### src/rtl/mem_access_pkg.sv
// Shared types and helpers for the CPU load/store unit: access sizes, FSM states,
// byte-lane strobe generation and store-data lane replication.
package mem_access_pkg;

    typedef enum logic [1:0] {
        BYTE    = 2'b00,
        HALF    = 2'b01,
        WORD    = 2'b10,
        ILLEGAL = 2'b11
    } size_e;

    typedef enum logic [1:0] {
        IDLE  = 2'b00,
        ISSUE = 2'b01,
        WAIT  = 2'b10,
        DONE  = 2'b11
    } state_e;

    // Size 11 is always rejected, whatever the address.
    function automatic logic is_misaligned(input size_e size, input logic [1:0] addr_lo);
        logic mis;
        case (size)
            BYTE:    mis = 1'b0;
            HALF:    mis = addr_lo[0];
            WORD:    mis = (addr_lo != 2'b00);
            default: mis = 1'b1;
        endcase
        return mis;
    endfunction

    function automatic logic [3:0] byteena_gen(input size_e size, input logic [1:0] addr_lo);
        logic [3:0] be;
        case (size)
            BYTE:    be = 4'b0001 << addr_lo;
            HALF:    be = addr_lo[1] ? 4'b1100 : 4'b0011;
            WORD:    be = 4'b1111;
            default: be = 4'b0000;
        endcase
        return be;
    endfunction

    // The RAM only writes enabled lanes, so copying the data into every lane
    // avoids a shifter keyed on the address.
    function automatic logic [31:0] wdata_replicate(input size_e size, input logic [31:0] wdata);
        logic [31:0] d;
        case (size)
            BYTE:    d = {4{wdata[7:0]}};
            HALF:    d = {2{wdata[15:0]}};
            default: d = wdata;
        endcase
        return d;
    endfunction

endpackage

### src/rtl/lsu_load_align.sv
// Selects the addressed byte/half-word lane of a RAM read word and
// sign- or zero-extends it to 32 bits.
module lsu_load_align
    import mem_access_pkg::*;
(
    input  logic [31:0] mem_q_i,
    input  logic [1:0]  addr_lo_i,
    input  size_e       size_i,
    input  logic        unsigned_i,
    output logic [31:0] data_o
);

    logic [7:0]  byte_sel;
    logic [15:0] half_sel;
    logic        ext_bit;

    always_comb begin
        byte_sel = mem_q_i[7:0];
        case (addr_lo_i)
            2'd0:    byte_sel = mem_q_i[7:0];
            2'd1:    byte_sel = mem_q_i[15:8];
            2'd2:    byte_sel = mem_q_i[23:16];
            default: byte_sel = mem_q_i[31:24];
        endcase
        half_sel = addr_lo_i[1] ? mem_q_i[31:16] : mem_q_i[15:0];

        ext_bit = 1'b0;
        data_o  = mem_q_i;
        case (size_i)
            BYTE: begin
                ext_bit = ~unsigned_i & byte_sel[7];
                data_o  = {{24{ext_bit}}, byte_sel};
            end
            HALF: begin
                ext_bit = ~unsigned_i & half_sel[15];
                data_o  = {{16{ext_bit}}, half_sel};
            end
            default: data_o = mem_q_i;
        endcase
    end

endmodule

### src/rtl/mem_access_unit.sv
// CPU load/store unit in front of a single-port BRAM with one-cycle read latency.
// Handshake: a request is taken on a clock edge where req_valid && req_ready; resp_valid is a one-cycle pulse with no backpressure.
module mem_access_unit
    import mem_access_pkg::*;
#(
    parameter int ADDR_W = 16,
    parameter int DATA_W = 32
) (
    input  logic                clock,
    input  logic                rst,
    input  logic                req_valid,
    output logic                req_ready,
    input  logic                req_we,
    input  logic [1:0]          req_size,
    input  logic                req_unsigned,
    input  logic [ADDR_W+1:0]   req_addr,
    input  logic [DATA_W-1:0]   req_wdata,
    output logic                resp_valid,
    output logic [DATA_W-1:0]   resp_rdata,
    output logic                resp_misaligned,
    output logic [ADDR_W-1:0]   mem_address,
    output logic [3:0]          mem_byteena,
    output logic [DATA_W-1:0]   mem_data,
    output logic                mem_rden,
    output logic                mem_wren,
    input  logic [DATA_W-1:0]   mem_q
);

    state_e              state_q, state_d;
    logic                we_q, we_d;
    size_e               size_q, size_d;
    logic                uns_q, uns_d;
    logic [1:0]          addr_lo_q, addr_lo_d;

    logic [ADDR_W-1:0]   mem_address_q, mem_address_d;
    logic [3:0]          mem_byteena_q, mem_byteena_d;
    logic [DATA_W-1:0]   mem_data_q, mem_data_d;
    logic                mem_rden_q, mem_rden_d;
    logic                mem_wren_q, mem_wren_d;

    logic                resp_valid_q, resp_valid_d;
    logic [DATA_W-1:0]   resp_rdata_q, resp_rdata_d;
    logic                resp_mis_q, resp_mis_d;

    size_e               req_size_e;
    logic [DATA_W-1:0]   load_data;

    assign req_size_e = size_e'(req_size);

    lsu_load_align u_align (
        .mem_q_i    (mem_q),
        .addr_lo_i  (addr_lo_q),
        .size_i     (size_q),
        .unsigned_i (uns_q),
        .data_o     (load_data)
    );

    always_comb begin
        state_d       = state_q;
        we_d          = we_q;
        size_d        = size_q;
        uns_d         = uns_q;
        addr_lo_d     = addr_lo_q;
        mem_address_d = mem_address_q;
        mem_data_d    = mem_data_q;
        mem_byteena_d = 4'b0000;
        mem_rden_d    = 1'b0;
        mem_wren_d    = 1'b0;
        resp_valid_d  = 1'b0;
        resp_rdata_d  = '0;
        resp_mis_d    = 1'b0;

        case (state_q)
            IDLE: begin
                if (req_valid) begin
                    we_d      = req_we;
                    size_d    = req_size_e;
                    uns_d     = req_unsigned;
                    addr_lo_d = req_addr[1:0];
                    if (is_misaligned(req_size_e, req_addr[1:0])) begin
                        // Rejected requests skip the RAM and answer next cycle.
                        state_d      = DONE;
                        resp_valid_d = 1'b1;
                        resp_mis_d   = 1'b1;
                    end else begin
                        // Strobes are loaded here so they are registered during ISSUE.
                        state_d       = ISSUE;
                        mem_address_d = req_addr[ADDR_W+1:2];
                        mem_byteena_d = byteena_gen(req_size_e, req_addr[1:0]);
                        mem_rden_d    = ~req_we;
                        mem_wren_d    = req_we;
                        if (req_we) begin
                            mem_data_d = wdata_replicate(req_size_e, req_wdata);
                        end
                    end
                end
            end
            ISSUE: begin
                if (we_q) begin
                    state_d      = DONE;
                    resp_valid_d = 1'b1;
                end else begin
                    state_d = WAIT;
                end
            end
            WAIT: begin
                state_d      = DONE;
                resp_valid_d = 1'b1;
                resp_rdata_d = load_data;
            end
            DONE: begin
                state_d = IDLE;
            end
            default: state_d = IDLE;
        endcase
    end

    always_ff @(posedge clock) begin
        if (rst) begin
            state_q       <= IDLE;
            we_q          <= 1'b0;
            size_q        <= BYTE;
            uns_q         <= 1'b0;
            addr_lo_q     <= 2'b00;
            mem_address_q <= '0;
            mem_byteena_q <= 4'b0000;
            mem_data_q    <= '0;
            mem_rden_q    <= 1'b0;
            mem_wren_q    <= 1'b0;
            resp_valid_q  <= 1'b0;
            resp_rdata_q  <= '0;
            resp_mis_q    <= 1'b0;
        end else begin
            state_q       <= state_d;
            we_q          <= we_d;
            size_q        <= size_d;
            uns_q         <= uns_d;
            addr_lo_q     <= addr_lo_d;
            mem_address_q <= mem_address_d;
            mem_byteena_q <= mem_byteena_d;
            mem_data_q    <= mem_data_d;
            mem_rden_q    <= mem_rden_d;
            mem_wren_q    <= mem_wren_d;
            resp_valid_q  <= resp_valid_d;
            resp_rdata_q  <= resp_rdata_d;
            resp_mis_q    <= resp_mis_d;
        end
    end

    assign req_ready       = (state_q == IDLE) && !rst;
    assign resp_valid      = resp_valid_q;
    assign resp_rdata      = resp_rdata_q;
    assign resp_misaligned = resp_mis_q;
    assign mem_address     = mem_address_q;
    assign mem_byteena     = mem_byteena_q;
    assign mem_data        = mem_data_q;
    assign mem_rden        = mem_rden_q;
    assign mem_wren        = mem_wren_q;

endmodule

### config.mk
export PLATFORM = sky130hd
export DESIGN_NAME = mem_access_unit
export DESIGN_NICKNAME = d
export VERILOG_FILES = /design/src/rtl/mem_access_pkg.sv /design/src/rtl/lsu_load_align.sv /design/src/rtl/mem_access_unit.sv
export SDC_FILE = /design/constraint.sdc
export NUM_CORES = 1
export LEC_CHECK = 0
export ABC_CLOCK_PERIOD_IN_PS = 1840
export BUFFER_PORTS_ARGS = -buffer_cell sky130_fd_sc_hd__clkbuf_2
export CORE_UTILIZATION = 40
export DETAILED_ROUTE_END_ITERATION = 10
export PLACE_DENSITY = 0.69
export SYNTH_ARGS = -nofsm -noshare
export SYNTH_HDL_FRONTEND = slang
export SYNTH_HIERARCHICAL = 1
export SYNTH_SLANG_ARGS = --single-unit
### constraint.sdc
create_clock -name clock -period 1.84 [get_ports clock]
set_input_delay 0.368 -clock clock [delete_from_list [all_inputs] [get_ports clock]]
set_output_delay 0.368 -clock clock [all_outputs]
set_load 0.05 [all_outputs]
==> results list <==
- The number of nets handed over by synthesis was 608.
- The number of hold buffers added after CTS was 0.
- Setup repair after global routing left no endpoint under its margin.
- Final worst path period need: 1750 ps
* Proportion of netlist area held by the largest area contributor: 0.4004
- Number of instances on the worst hold path: 2
- The first global-routing pass estimated 19,890 um of wire.
* Lkg Pwr: 2.897 nW
* Fin Clk Skew: 4.253 ps
* Critical Path Start Type: register
- Total Nets Final: 775
* Total count of hold-check failures in the final report: 0
- Across every metal layer, demand over resource in global routing totals 0.2016.
* Total number of vias: 4,283
- STA puts the critical path data arrival time at 1380 ps.
* Async set or reset register ratio after synthesis: 0
- Clock tree from TritonCTS: done
- Crit path max fanout: 5
* Detailed placer's ending HPWL: 9293 um
- Number of buffers created by CTS: 9
* WP data required: 1470 ps
- Number of flops mapped to enable cells by yosys: 0
- The first routing iteration left 212 violations.
- Initial antenna violation count: 0
- Setup slack on the worst reg-to-reg path comes out at 110 ps.
* Total setup violations reported at the end of the flow: 0
- Inserted Diodes: 0
- Pwr per Cell Area: 1113 nW/um2
- Length in cells of the worst reg-to-reg path: 6
- Type of the worst setup path: register to output port
- During placement, the flow inserted port buffers numbering 177.
* Reg-to-reg startpoint: state_q[1]
* Setup TNS: 0 ps
- The initial utilization of the core area, before any placement, comes to 0.4150.
- Each instance of the synthesized netlist takes up on average 9.338 um2.
* Clock network latency to the later pin of the worst-skew pair: 340 ps
- For this run, the top clock speed supported by timing is 571.3 MHz.
- Proportion of synthesized chip area in sequential cells: 0.4004
- The worst pin sits at a relative slew slack of 0.6768.
- The die is 111.5 um wide.
- Entering global routing, the biggest net connects 74 pins.
- Type of destination of the critical path: output port
* Grt ovf: 0
- Vias/cell: 5.166
* Cell with the largest stage delay on the worst path: sky130_fd_sc_hd__dfxtp_1
- Together, buffers and inverters on the worst path number 2.
- In the routed design, unresolved DRC markers number 11.
* Drt first pass iters: 8
- Dominant synthesized flop cell: sky130_fd_sc_hd__dfxtp_1
- In this run the critical register-to-register path is captured at mem_data[2].
- The tightest min-delay check is of the primary input to register type.
- Period utilization: 0.9512
* Cell accounting for the most synthesized area: sky130_fd_sc_hd__dfxtp_1
- Number of sinks handled by clock tree synthesis: 96
* Clock Pin Slew Worst Setup and Hold Paths: 70 ps
* Buffer depth of the longest clock path: 2
- Antenna viol nets, final: 0
- The via count of the first global-routing pass is 4,075.
* Result of the run: complete, but fails checks
- The number of placed instances, taps included, is 813.
* Die area: 12,440 um2
- Layout area overhead: 29.56%
- Largest delay share family, worst path: flip-flops
* Peak per-stage delay on the critical path: 390 ps
* Synthesized area: 4800 um2
- Post-synth cell types: 47
- Across the run, the number of max-cap violations was 0.
* Max Slew Vio Count: 0
* Worst VDD drop: 0.4934 mV
- The Yosys step of the flow raised 6 warnings.
- Once the clock tree was built, the resizer swapped 2 gates to a different size.
- The H-tree was split into 3 levels.
* Global placement routability congestion: 0.8819
- The die is 111.5 um tall.
- Ratio of cells with drive above 1 in the final layout: 0.3878
- Traced cell by cell, the critical path runs through inv_1, ha_2, nor2b_2, buf_6.
* Hold Startpoint: req_we
* Floorplan Core Area: 11,560 um2
* Failing checks: design-rule violations
* Endpoint of the worst hold-timing path: mem_rden
- The cell count after synthesis came out at 514.
- Yosys attributes the largest share of cell area to sky130_fd_sc_hd__dfxtp_1 (40%), sky130_fd_sc_hd__mux2i_1 (11%), sky130_fd_sc_hd__nand2_1 (7.3%).
- In the final routed layout, each cell accounts on average for 15.07 um.
- After clock tree synthesis, the setup repair step added 0 buffers.
- The finished layout holds 829 standard cells, fillers aside.
* Buffer type at the clock tree root: sky130_fd_sc_hd__clkbuf_16
* # IOs: 178
* Flop and latch count out of synthesis: 96
- Total number of placement rows: 39
* Final WL: 12,490 um
* Worst-Margin Slew: 472.6 ps
[power by group]
group	leakage [nW]	switching [mW]	internal, mW	total (mW)
clock network	0.169	0.803	1.31	2.11
registers	0.779	0.112	2.30	2.41
logic	1.95	1.53	0.882	2.41
total	2.90	2.44	4.48	6.92
[synthesized netlist by cell type (5+ instances only)]
master	n
sky130_fd_sc_hd__o221ai_1	8
sky130_fd_sc_hd__a22oi_1	9
sky130_fd_sc_hd__nand2b_1	11
sky130_fd_sc_hd__and2_1	33
sky130_fd_sc_hd__nand2_1	93
sky130_fd_sc_hd__clkbuf_1	27
sky130_fd_sc_hd__o211a_1	8
sky130_fd_sc_hd__buf_6	7
sky130_fd_sc_hd__ha_1	5
sky130_fd_sc_hd__buf_2	8
sky130_fd_sc_hd__nor2b_1	19
sky130_fd_sc_hd__a21oi_1	16
sky130_fd_sc_hd__mux2i_1	55
sky130_fd_sc_hd__o22a_1	7
sky130_fd_sc_hd__o21ai_0	11
sky130_fd_sc_hd__o211ai_2	10
sky130_fd_sc_hd__o211ai_1	23
sky130_fd_sc_hd__mux2_2	17
sky130_fd_sc_hd__or3b_2	10
sky130_fd_sc_hd__dfxtp_1	96
[worst max path at each step]
stage	from	end	cells past startpoint
2_1_floorplan	rst	req_ready	3
3_3_place_gp	req_size[0]	mem_data[9]	5
3_5_place_dp	state_q[0]	mem_data[30]	6
4_1_cts	state_q[0]	req_ready	4
5_1_grt	state_q[1]	req_ready	4
6_report	state_q[0]	req_ready	4
[cells in the final DEF (no fill, tap or decap), types with 2 or more instances in the layout]
cell type | netlist | routed
sky130_fd_sc_hd__dfxtp_1 | 96 | 96
sky130_fd_sc_hd__a21o_1 | 3 | 3
sky130_fd_sc_hd__and2_1 | 33 | 33
sky130_fd_sc_hd__o21ai_0 | 11 | 11
sky130_fd_sc_hd__or3_1 | 2 | 2
sky130_fd_sc_hd__nor3_1 | 4 | 4
sky130_fd_sc_hd__bufinv_16 | 0 | 2
sky130_fd_sc_hd__clkbuf_2 | 0 | 176
sky130_fd_sc_hd__nor2_1 | 4 | 4
sky130_fd_sc_hd__o211ai_2 | 10 | 10
sky130_fd_sc_hd__nor2b_1 | 19 | 18
sky130_fd_sc_hd__nand2_1 | 93 | 93
sky130_fd_sc_hd__buf_4 | 2 | 21
sky130_fd_sc_hd__clkbuf_8 | 0 | 3
sky130_fd_sc_hd__clkbuf_16 | 0 | 9
sky130_fd_sc_hd__mux2i_1 | 55 | 55
sky130_fd_sc_hd__o211a_1 | 8 | 8
sky130_fd_sc_hd__mux2_2 | 17 | 17
sky130_fd_sc_hd__nand2b_1 | 11 | 11
sky130_fd_sc_hd__inv_1 | 4 | 3
sky130_fd_sc_hd__a21oi_1 | 16 | 16
sky130_fd_sc_hd__or3b_2 | 10 | 10
sky130_fd_sc_hd__o22a_1 | 7 | 7
sky130_fd_sc_hd__a22oi_1 | 9 | 9
sky130_fd_sc_hd__buf_12 | 1 | 5
sky130_fd_sc_hd__o211ai_1 | 23 | 23
sky130_fd_sc_hd__o221ai_1 | 8 | 8
sky130_fd_sc_hd__ha_1 | 5 | 4
[through the flow]
stage / hold WS [ps] / power, mW / worst slack [ps] / util / cell area, um2
6_report: 215.7 / 6.924 / 89.74 / 0.5377 / 6218
5_1_grt: 227.1 / 7.261 / 10.01 / 0.5377 / 6218
4_1_cts: 221.1 / 6.962 / 7.956 / 0.5369 / 6210
3_5_place_dp: 444.8 / 4.843 / 13.35 / 0.5067 / 5859
3_3_place_gp: 438.3 / 4.795 / 79.47 / 0.5067 / 5859
2_1_floorplan: 431.4 / 4.255 / 2.987 / - / 4800
[registers in the layout (all words and copies together), names as in the netlist]
| register | flops |
|---|---|
| we_q | 1 |
| mem_address | 16 |
| resp_misaligned | 1 |
| size_q | 2 |
| uns_q | 1 |
| mem_byteena | 4 |
| state_q | 2 |
| mem_rden | 1 |
| resp_rdata | 32 |
| mem_data | 32 |
| addr_lo_q | 2 |
| mem_wren | 1 |
| resp_valid | 1 |
[kinds of logic after synthesis]
group,after synthesis,share of synthesized area
muxes,73,0.1569
AOI/OAI and AO/OA,105,0.1760
buffers and inverters,52,0.05865
xor gates and xnor gates,1,0.001825
DFF,96,0.4004
and+or+nand+nor,182,0.1932
adders and majority gates,5,0.01303
[worst reg2reg max path: stages (launching register included)]
cell                       delay [ps]
sky130_fd_sc_hd__dfxtp_1          350
sky130_fd_sc_hd__inv_1            120
sky130_fd_sc_hd__ha_2             230
sky130_fd_sc_hd__and3_1           350
sky130_fd_sc_hd__a21boi_4         260
sky130_fd_sc_hd__buf_12           170
sky130_fd_sc_hd__mux2i_1          190
[metal layers]
layer | GRT usage | wire (um)
met4 | 0.08559 | 228
met1 | 0.2463 | 5483
met2 | 0.3279 | 5800
met5 | 0 | 0
met3 | 0.06315 | 979
[cell type report]
class / instances / area, um2
fillers: 1039 / 5346
clock inverters: 4 / 73.82
inverters: 5 / 18.77
repair buffers: 203 / 1150
well taps: 143 / 178.9
multi-input cells: 366 / 2609
flip-flops and latches: 96 / 1922
clock buffers: 12 / 266.5
Note: power is estimated with default switching activity, not from simulation.
